`src/rtl/spi_pkg.sv`:
```
// Shared types and constants for the single-frame SPI initiator.
package spi_pkg;

  localparam int unsigned ADDR_W     = 7;
  localparam int unsigned DATA_W     = 8;
  localparam int unsigned FRAME_BITS = 16;
  localparam logic        RW_READ    = 1'b1;

  typedef enum logic [2:0] {
    StIdle,
    StSetup,
    StHigh,
    StLow,
    StGap
  } spi_state_e;

  // Reads shift out zeros in the data byte.
  function automatic logic [FRAME_BITS-1:0] build_frame(input logic [ADDR_W-1:0] addr,
                                                         input logic              rw,
                                                         input logic [DATA_W-1:0] wdata);
    return {addr, rw, (rw == RW_READ) ? {DATA_W{1'b0}} : wdata};
  endfunction

endpackage

```
`src/rtl/spi_half_timer.sv`:
```
// Loadable down-counter: after a load of len_i, tick_o pulses in the len_i-th cycle.
module spi_half_timer #(
  parameter int unsigned Width = 4
) (
  input  logic             clk_i,
  input  logic             reset_i,
  input  logic             load_i,
  input  logic [Width-1:0] len_i,
  output logic             tick_o
);

  logic [Width-1:0] cnt_q;
  logic             active_q;

  always_ff @(posedge clk_i) begin
    if (reset_i) begin
      cnt_q    <= '0;
      active_q <= 1'b0;
    end else if (load_i) begin
      cnt_q    <= len_i - Width'(1);
      active_q <= 1'b1;
    end else if (active_q) begin
      if (cnt_q == '0) begin
        active_q <= 1'b0;
      end else begin
        cnt_q <= cnt_q - Width'(1);
      end
    end
  end

  assign tick_o = active_q && (cnt_q == '0);

endmodule

```
`src/rtl/spi_master.sv`:
```
// SPI initiator running one 16-bit {addr, rw, data} frame per host request.
module spi_master
  import spi_pkg::*;
#(
  parameter int unsigned HALF = 8,
  parameter int unsigned GAP  = 4
) (
  input  logic              clk_i,
  input  logic              reset_i,
  input  logic              start_i,
  input  logic              rw_i,
  input  logic [ADDR_W-1:0] addr_i,
  input  logic [DATA_W-1:0] wdata_i,
  output logic              busy_o,
  output logic              done_o,
  output logic [DATA_W-1:0] rdata_o,
  output logic              cs_o,
  output logic              sclk_o,
  output logic              mosi_o,
  input  logic              miso_i
);

  localparam int unsigned     TimerMax = (HALF > GAP) ? HALF : GAP;
  localparam int unsigned     TimerW   = $clog2(TimerMax + 1);
  localparam int unsigned     CntW     = $clog2(FRAME_BITS + 1);
  localparam logic [CntW-1:0] LastBit  = CntW'(FRAME_BITS);
  localparam logic [CntW-1:0] RxFirst  = CntW'(FRAME_BITS - DATA_W);
  localparam logic [TimerW-1:0] HalfLen = TimerW'(HALF);
  localparam logic [TimerW-1:0] GapLen  = TimerW'(GAP);

  spi_state_e              state_q;
  logic [FRAME_BITS-1:0]   tx_q;
  logic [DATA_W-1:0]       rx_q;
  logic [CntW-1:0]         bit_cnt_q;
  logic                    rw_q;
  logic                    busy_q;
  logic                    done_q;
  logic [DATA_W-1:0]       rdata_q;
  logic                    cs_q;
  logic                    sclk_q;

  logic                    accept;
  logic                    last_bit;
  logic                    timer_load;
  logic                    timer_tick;
  logic [TimerW-1:0]       timer_len;

  // Every phase change reloads the timer; GAP ends the chain and lets it expire.
  always_comb begin
    accept     = (state_q == StIdle) && start_i;
    last_bit   = (bit_cnt_q == LastBit);
    timer_load = accept || (timer_tick && (state_q != StGap));
    timer_len  = ((state_q == StLow) && last_bit) ? GapLen : HalfLen;
  end

  spi_half_timer #(
    .Width(TimerW)
  ) u_timer (
    .clk_i  (clk_i),
    .reset_i(reset_i),
    .load_i (timer_load),
    .len_i  (timer_len),
    .tick_o (timer_tick)
  );

  always_ff @(posedge clk_i) begin
    if (reset_i) begin
      state_q   <= StIdle;
      tx_q      <= '0;
      rx_q      <= '0;
      bit_cnt_q <= '0;
      rw_q      <= 1'b0;
      busy_q    <= 1'b0;
      done_q    <= 1'b0;
      rdata_q   <= '0;
      cs_q      <= 1'b1;
      sclk_q    <= 1'b0;
    end else begin
      done_q <= 1'b0;
      unique case (state_q)
        StIdle: begin
          if (start_i) begin
            state_q   <= StSetup;
            tx_q      <= build_frame(addr_i, rw_i, wdata_i);
            rx_q      <= '0;
            bit_cnt_q <= '0;
            rw_q      <= rw_i;
            busy_q    <= 1'b1;
            cs_q      <= 1'b0;
          end
        end
        StSetup: begin
          if (timer_tick) begin
            state_q <= StHigh;
            sclk_q  <= 1'b1;
          end
        end
        StHigh: begin
          // Next bit is presented on the falling edge; zeros fill in behind.
          if (timer_tick) begin
            state_q   <= StLow;
            sclk_q    <= 1'b0;
            tx_q      <= {tx_q[FRAME_BITS-2:0], 1'b0};
            bit_cnt_q <= bit_cnt_q + CntW'(1);
          end
        end
        StLow: begin
          if (timer_tick) begin
            if (last_bit) begin
              state_q <= StGap;
              cs_q    <= 1'b1;
            end else begin
              state_q <= StHigh;
              sclk_q  <= 1'b1;
              // miso sampled on the same edge the registered sclk rises.
              if (bit_cnt_q >= RxFirst) begin
                rx_q <= {rx_q[DATA_W-2:0], miso_i};
              end
            end
          end
        end
        StGap: begin
          if (timer_tick) begin
            state_q <= StIdle;
            busy_q  <= 1'b0;
            done_q  <= 1'b1;
            if (rw_q == RW_READ) begin
              rdata_q <= rx_q;
            end
          end
        end
        default: state_q <= StIdle;
      endcase
    end
  end

  assign busy_o  = busy_q;
  assign done_o  = done_q;
  assign rdata_o = rdata_q;
  assign cs_o    = cs_q;
  assign sclk_o  = sclk_q;
  assign mosi_o  = tx_q[FRAME_BITS-1];

endmodule

```
`config.mk`:
```
export PLATFORM = sky130hd
export DESIGN_NAME = spi_master
export DESIGN_NICKNAME = d
export VERILOG_FILES = /design/src/rtl/spi_pkg.sv /design/src/rtl/spi_half_timer.sv /design/src/rtl/spi_master.sv
export SDC_FILE = /design/constraint.sdc
export NUM_CORES = 1
export LEC_CHECK = 0
export BUFFER_PORTS_ARGS = -buffer_cell sky130_fd_sc_hd__buf_2
export CAP_MARGIN = 20
export CORE_MARGIN = 5
export CORE_UTILIZATION = 35
export CTS_CLUSTER_SIZE = 8
export DETAILED_ROUTE_END_ITERATION = 12
export PLACE_DENSITY = 0.63
export SETUP_SLACK_MARGIN = 0.02
export SYNTH_ARGS = -nofsm -noshare
export SYNTH_HDL_FRONTEND = slang
export SYNTH_HIERARCHICAL = 1
export SYNTH_SLANG_ARGS = --single-unit
```
`constraint.sdc`:
```
create_clock -name clk_i -period 2.3 [get_ports clk_i]
set_input_delay 0.23 -clock clk_i [delete_from_list [all_inputs] [get_ports clk_i]]
set_output_delay 0.23 -clock clk_i [all_outputs]
set_load 0.005 [all_outputs]
```
Word level (Yosys, flattened, before mapping)
Cells that the tools add are included.
Widths: inputs -> output; s select.
{"block": "op_classes", "div": 0, "n_mul": 0, "shift": 0, "addsub": 3, "eq_ne": 15, "muxes": 38, "n_bitwise": 1, "n_reduce_logical": 22, "n_lt_le_gt_ge": 1}
{"cell": "$mux 8", "n": 5}
{"cell": "$mux 16", "n": 2}
{"cell": "$pmux 16 s2", "n": 1}
{"cell": "$mux 3", "n": 6}
{"cell": "$mux 4", "n": 4}
{"cell": "$ne 2x2->1 const B", "n": 8}
{"cell": "$pmux 8 s2", "n": 1}
{"cell": "$pmux 3 s5", "n": 1}
{"cell": "$reduce_and 5->1", "n": 3}
{"cell": "$mux 1", "n": 12}
{"cell": "$mux 5", "n": 2}
{"cell": "$pmux 5 s2", "n": 1}
{"cell": "$reduce_and 3->1", "n": 3}
{"cell": "$reduce_bool 2->1", "n": 4}
{"cell": "$sub 4x1->4 const B", "n": 2}
{"cell": "$eq 3x2->1 const B", "n": 2}
{"cell": "$add 5x1->5 const B", "n": 1}
{"cell": "$eq 5x5->1 const B", "n": 1}
{"cell": "$ge 5x4->1 const B", "n": 1}
{"cell": "$logic_and 1x1->1", "n": 4}
{"cell": "$logic_not 4->1", "n": 1}
{"cell": "$pmux 1 s2", "n": 2}
{"cell": "$reduce_and 2->1", "n": 2}
{"cell": "$reduce_and 4->1", "n": 1}
{"cell": "other kinds (10)", "n": 10}
{"block": "totals", "word_cells": 92, "register_bits": 50, "latchBits": 0, "output_inout_bits": 13, "mem_bits_rw": 0, "memories": 0, "rom_bits": 0}

Logic depth before layout (Yosys ltp)
{"block": "logic_depth", "depth_word": 6, "depth_mapped": 11}

By module
Netlist, hierarchy kept.
{"mod": "spi_master", "area_each_um2": 2057.0, "cells_per_inst": 229, "instances": 1}
{"mod": "spi_half_timer", "area_each_um2": 312.8, "cells_per_inst": 33, "instances": 1}

Least setup slack after synthesis
OpenSTA, ideal clock, no wires.
{"block": "synth_path", "path_type": "reg2reg", "startpoint": "register u_timer.cnt_q[3]", "endpoint": "register u_timer.cnt_q[2]", "path_stages_with_launch": 11, "synth_period_minus_slack_ns": 2.401, "path_buffers": 2, "required_time_ns": 2.180, "arrival_ns": 2.282, "setup_slack_ns": -0.101, "cell_sequence": "dfxtp_1 > nor4_1 > and2_1 > clkbuf_1 > nor2_1 > nor2_1 > buf_2 > mux2i_1 > ha_1 > a21boi_0 > o31a_1"}
{"block": "synth_via", "elab_chain_len": 6, "word_cells_on_any_way": 8}
{"item": "start, declared", "line_no": "spi_half_timer.sv:12", "rtl": "logic [Width-1:0] cnt_q;"}
{"item": "start signal, assigned", "line_no": "spi_half_timer.sv:20", "rtl": "cnt_q <= len_i - Width'(1);"}
{"item": "start signal, assigned", "line_no": "spi_half_timer.sv:26", "rtl": "cnt_q <= cnt_q - Width'(1);"}
{"item": "$logic_not 4->1 *", "line_no": "spi_half_timer.sv:31", "rtl": "assign tick_o = active_q && (cnt_q == '0);"}
{"item": "$logic_and 1x1->1 *", "line_no": "spi_half_timer.sv:31"}
{"item": "net timer_tick", "line_no": "spi_master.sv:45", "rtl": "logic timer_tick;"}
{"item": "$logic_and 1x1->1 *", "line_no": "spi_master.sv:52", "rtl": "timer_load = accept || (timer_tick && (state_q != StGap));"}
{"item": "$logic_or 1x1->1 *", "line_no": "spi_master.sv:52"}
{"item": "net timer_load", "line_no": "spi_master.sv:44", "rtl": "logic timer_load;"}
{"item": "$ne 2x2->1 (no source line) / $reduce_bool 2->1 (equally long branches)"}
{"item": "$reduce_and 2->1 (no source line)"}
The timed path passes the listed nets; every way through them passes the cells marked *.
A chain may end at the register's enable or synchronous reset.

Worst setup path after layout
{"block": "layout_path", "startpoint": "register u_timer.cnt_q[0]", "endpoint": "register u_timer.cnt_q[3]"}
The elaborated chain is that of the path after synthesis.

==> impl_metrics.py <==
metrics = {
    "place": {
        "gp_congestion": 0.798,
        "dpl_worst_slack_ps": 156,
        "hpwl_um": 3590,
        "io_buffers": 32,
        "place_inst": 368,
    },
    "setup_path": {
        "start_kind": "register",
        "arrival_ps": 2260,
        "critical-path-slowest-cell": "or4b_1",
        "r2r_setup_slack_ps": 230,
        "worst_path_dominant_cell_family": "simple AND/OR/NAND/NOR gates",
        "end_kind": "register",
        "cp_common_cell": "nor2_1",
        "crit_fanout": 14,
        "ff2ff_path_depth": 8,
        "critical-path-max-stage-delay_ps": 480,
        "path_class": "reg2reg",
        "required_ps": 2480,
        "path_buf_inv": 1,
        "path_cells": "nor4_1, and2_2, nor2_1, nor2_1, buf_4, or4b_1, a211oi_1, a311oi_1",
        "worstSetupPathDepth": 8,
    },
    "floorplan": {
        "std_cell_rows": 30,
        "dieWidth_um": 92.3,
        "die_area_sq_um": 8520,
        "initial_core_util": 0.355,
        "fp.coreArea_sq_um": 6680,
        "die_height_um": 92.3,
        "ioPinCount": 33,
    },
    "sta": {
        "tightest_slew_ps": 720,
        "timing_hold_violations_final": 0,
        "min_period_ps": 2070,
        "slew_headroom": 0.514,
        "finalWorstSetupSlack_ps": 227,
        "clock.fmax_ghz": 0.482,
        "setup_violations": 0,
        "rsz0062_at_grt": "false",
        "fin_crit_sh": 0.901,
        "skew_ps": 4.51,
        "report.final.slew_viol_count": 0,
        "tns_ps": 0,
        "hold_slack_ps": 172,
    },
    "global_route": {
        "grt_start_max_net_pins": 48,
        "grt_pass1_vias": 1860,
        "grt_overflow": 0,
        "antenna_found_initial": 0,
        "grt_usage": 0.129,
        "grt_pass1_wl_um": 9070,
    },
    "worst_hold_path": {
        "hp-class": "in2reg",
        "holdPathStages": 3,
    },
    "run": {
        "cap_viol_max_count": 0,
    },
    "run_status": {
        "status": "finished clean",
    },
    "synthesis": {
        "synth_seq_cells": 50,
        "ys.flop_type": "dfxtp_1",
        "synth_edf_count": 0,
        "synthArstFlopShare": 0,
        "syn_inst": 262,
        "ys_types": 48,
        "synth.largest_area_cell": "dfxtp_1",
        "seq_area_frac_synth": 0.422,
        "netlist.area_leader.share": 0.422,
        "syn_avg_cell_area_sq_um": 9.04,
        "syn-cell-area_sq_um": 2370,
        "synth_area_leaders": "dfxtp_1 42%, mux2i_1 8.9%, a21oi_1 7.6%",
        "yosys_warnings": 6,
    },
    "cells_and_area": {
        "layout-drive-gt1-share": 0.209,
        "num_antenna_cells": 0,
        "mostFrequentLayoutCells": "50 x dfxtp_1, 36 x a21oi_1, 33 x buf_2",
        "final_common_cell": "dfxtp_1",
        "syn_to_final_growth_pct": 15.3,
        "stdcell_count": 376,
        "nets": 318,
    },
    "power_and_ir_drop": {
        "p_leak_uw": 0.00105,
        "power.density_nw_per_um2": 742,
        "ir_worst_vdd_v": 0.000320,
    },
    "route": {
        "wire_per_inst_um": 14.1,
        "drt-total-wl_um": 5310,
        "first_pass_iters": 4,
        "drt_iter0_drc": 141,
        "vias": 2007,
        "drt_drc_violations_left": 0,
        "ant_nets": 0,
        "vias_per_cell": 5.34,
    },
    "clocking": {
        "cts_made_buffers": 5,
        "root_buffer": "clkbuf_8",
        "clk_path_buf_depth": 2,
        "path_clk_slew_ps": 90,
        "insertion_delay_ps": 300,
        "h-tree-depth": 2,
        "cts_sinks": 50,
        "cts_tree": "built",
    },
}
## sequential cells by signal, summed over array words and instances, names as in the netlist
name and cells:
u_timer/active_q 1, rx_q 8, cs_o 1, u_timer/cnt_q 4, rdata_o 8, rw_q 1
busy_o 1, done_o 1, state_q 3, tx_q 16, sclk_o 1, bit_cnt_q 5
## metrics by stage
stage | area [sq um] | util | power (uW)
3_5_place_dp | 2640 | 0.395 | 1510
4_1_cts | 2730 | 0.408 | 2040
5_1_grt | 2730 | 0.409 | 2150
2_1_floorplan | 2380 | - | 1370
3_3_place_gp | 2620 | 0.392 | 1500
6_report | 2730 | 0.409 | 2030
## power by group
group | leakage (uW) | total (uW) | internal [uW] | switching, uW
registers | 0.000409 | 1020 | 943 | 72.4
clock network | 0.0000482 | 534 | 244 | 290
logic | 0.000597 | 477 | 222 | 255
## worst reg2reg max path, stage by stage, from the launching register on
cell	delay, ps
dfxtp_1	360
nor4_1	240
and2_2	230
nor2_1	60
nor2_1	90
buf_4	200
or4b_1	480
a211oi_1	230
a311oi_1	80
## worst paths after layout
check,start,end
max,u_timer/cnt_q[0],u_timer/cnt_q[3]
min,miso_i,rx_q[0]
max reg2reg,u_timer/cnt_q[0],u_timer/cnt_q[3]
min reg2reg,rx_q[7],rdata_o[7]
## cell families after synthesis
| kind of cell | count (synthesis) | synth area share |
|---|---|---|
| other | 1 | 0.00158 |
| XOR/XNOR | 1 | 0.00370 |
| adder cells (fa/ha/maj) | 3 | 0.0158 |
| buffers and inverters | 27 | 0.0502 |
| AO/OA/AOI/OAI | 87 | 0.227 |
| AND/OR/NAND/NOR | 71 | 0.186 |
| multiplexers | 22 | 0.0935 |
| flip-flops | 50 | 0.422 |
## cell usage after synthesis (3+ instances only)
cell type  number
a22oi_1         7
inv_1           6
buf_2           8
mux2i_1        21
or3b_2          3
buf_1           3
a21oi_1        36
a211oi_1       17
or4_1           3
nand2_1        13
dfxtp_1        50
nand3b_1        9
nand3_1        11
clkbuf_1        9
o31ai_1         5
nor2_1         10
o21ai_0        14
ha_1            3
nor3b_1         3
## layout make-up
| type | count | area [sq um] |
|---|---|---|
| fillers | 708 | 3950 |
| multi-input cells | 188 | 1260 |
| flip-flops and latches | 50 | 1000 |
| repair buffers | 44 | 251 |
| well taps | 80 | 100 |
| clock buffers | 7 | 86.3 |
| inverters | 6 | 22.5 |
| clock inverters | 1 | 5.00 |
## what timing repair did
item | 4_1_cts | 5_1_grt
endpoints found under the hold margin | 0 | 0
buffers inserted | 0 | 0
endpoints found under the setup margin | 0 | 16
gates resized for setup | 0 | 2
hold buffers | 0 | 0
## layer usage
layer / global-route usage / wire (um)
met1: 0.183 / 2620
met2: 0.192 / 2420
met3: 0.0369 / 261
met4: 0.0285 / 14
met5: 0 / 0
Note: power is estimated with default switching activity, not from simulation.
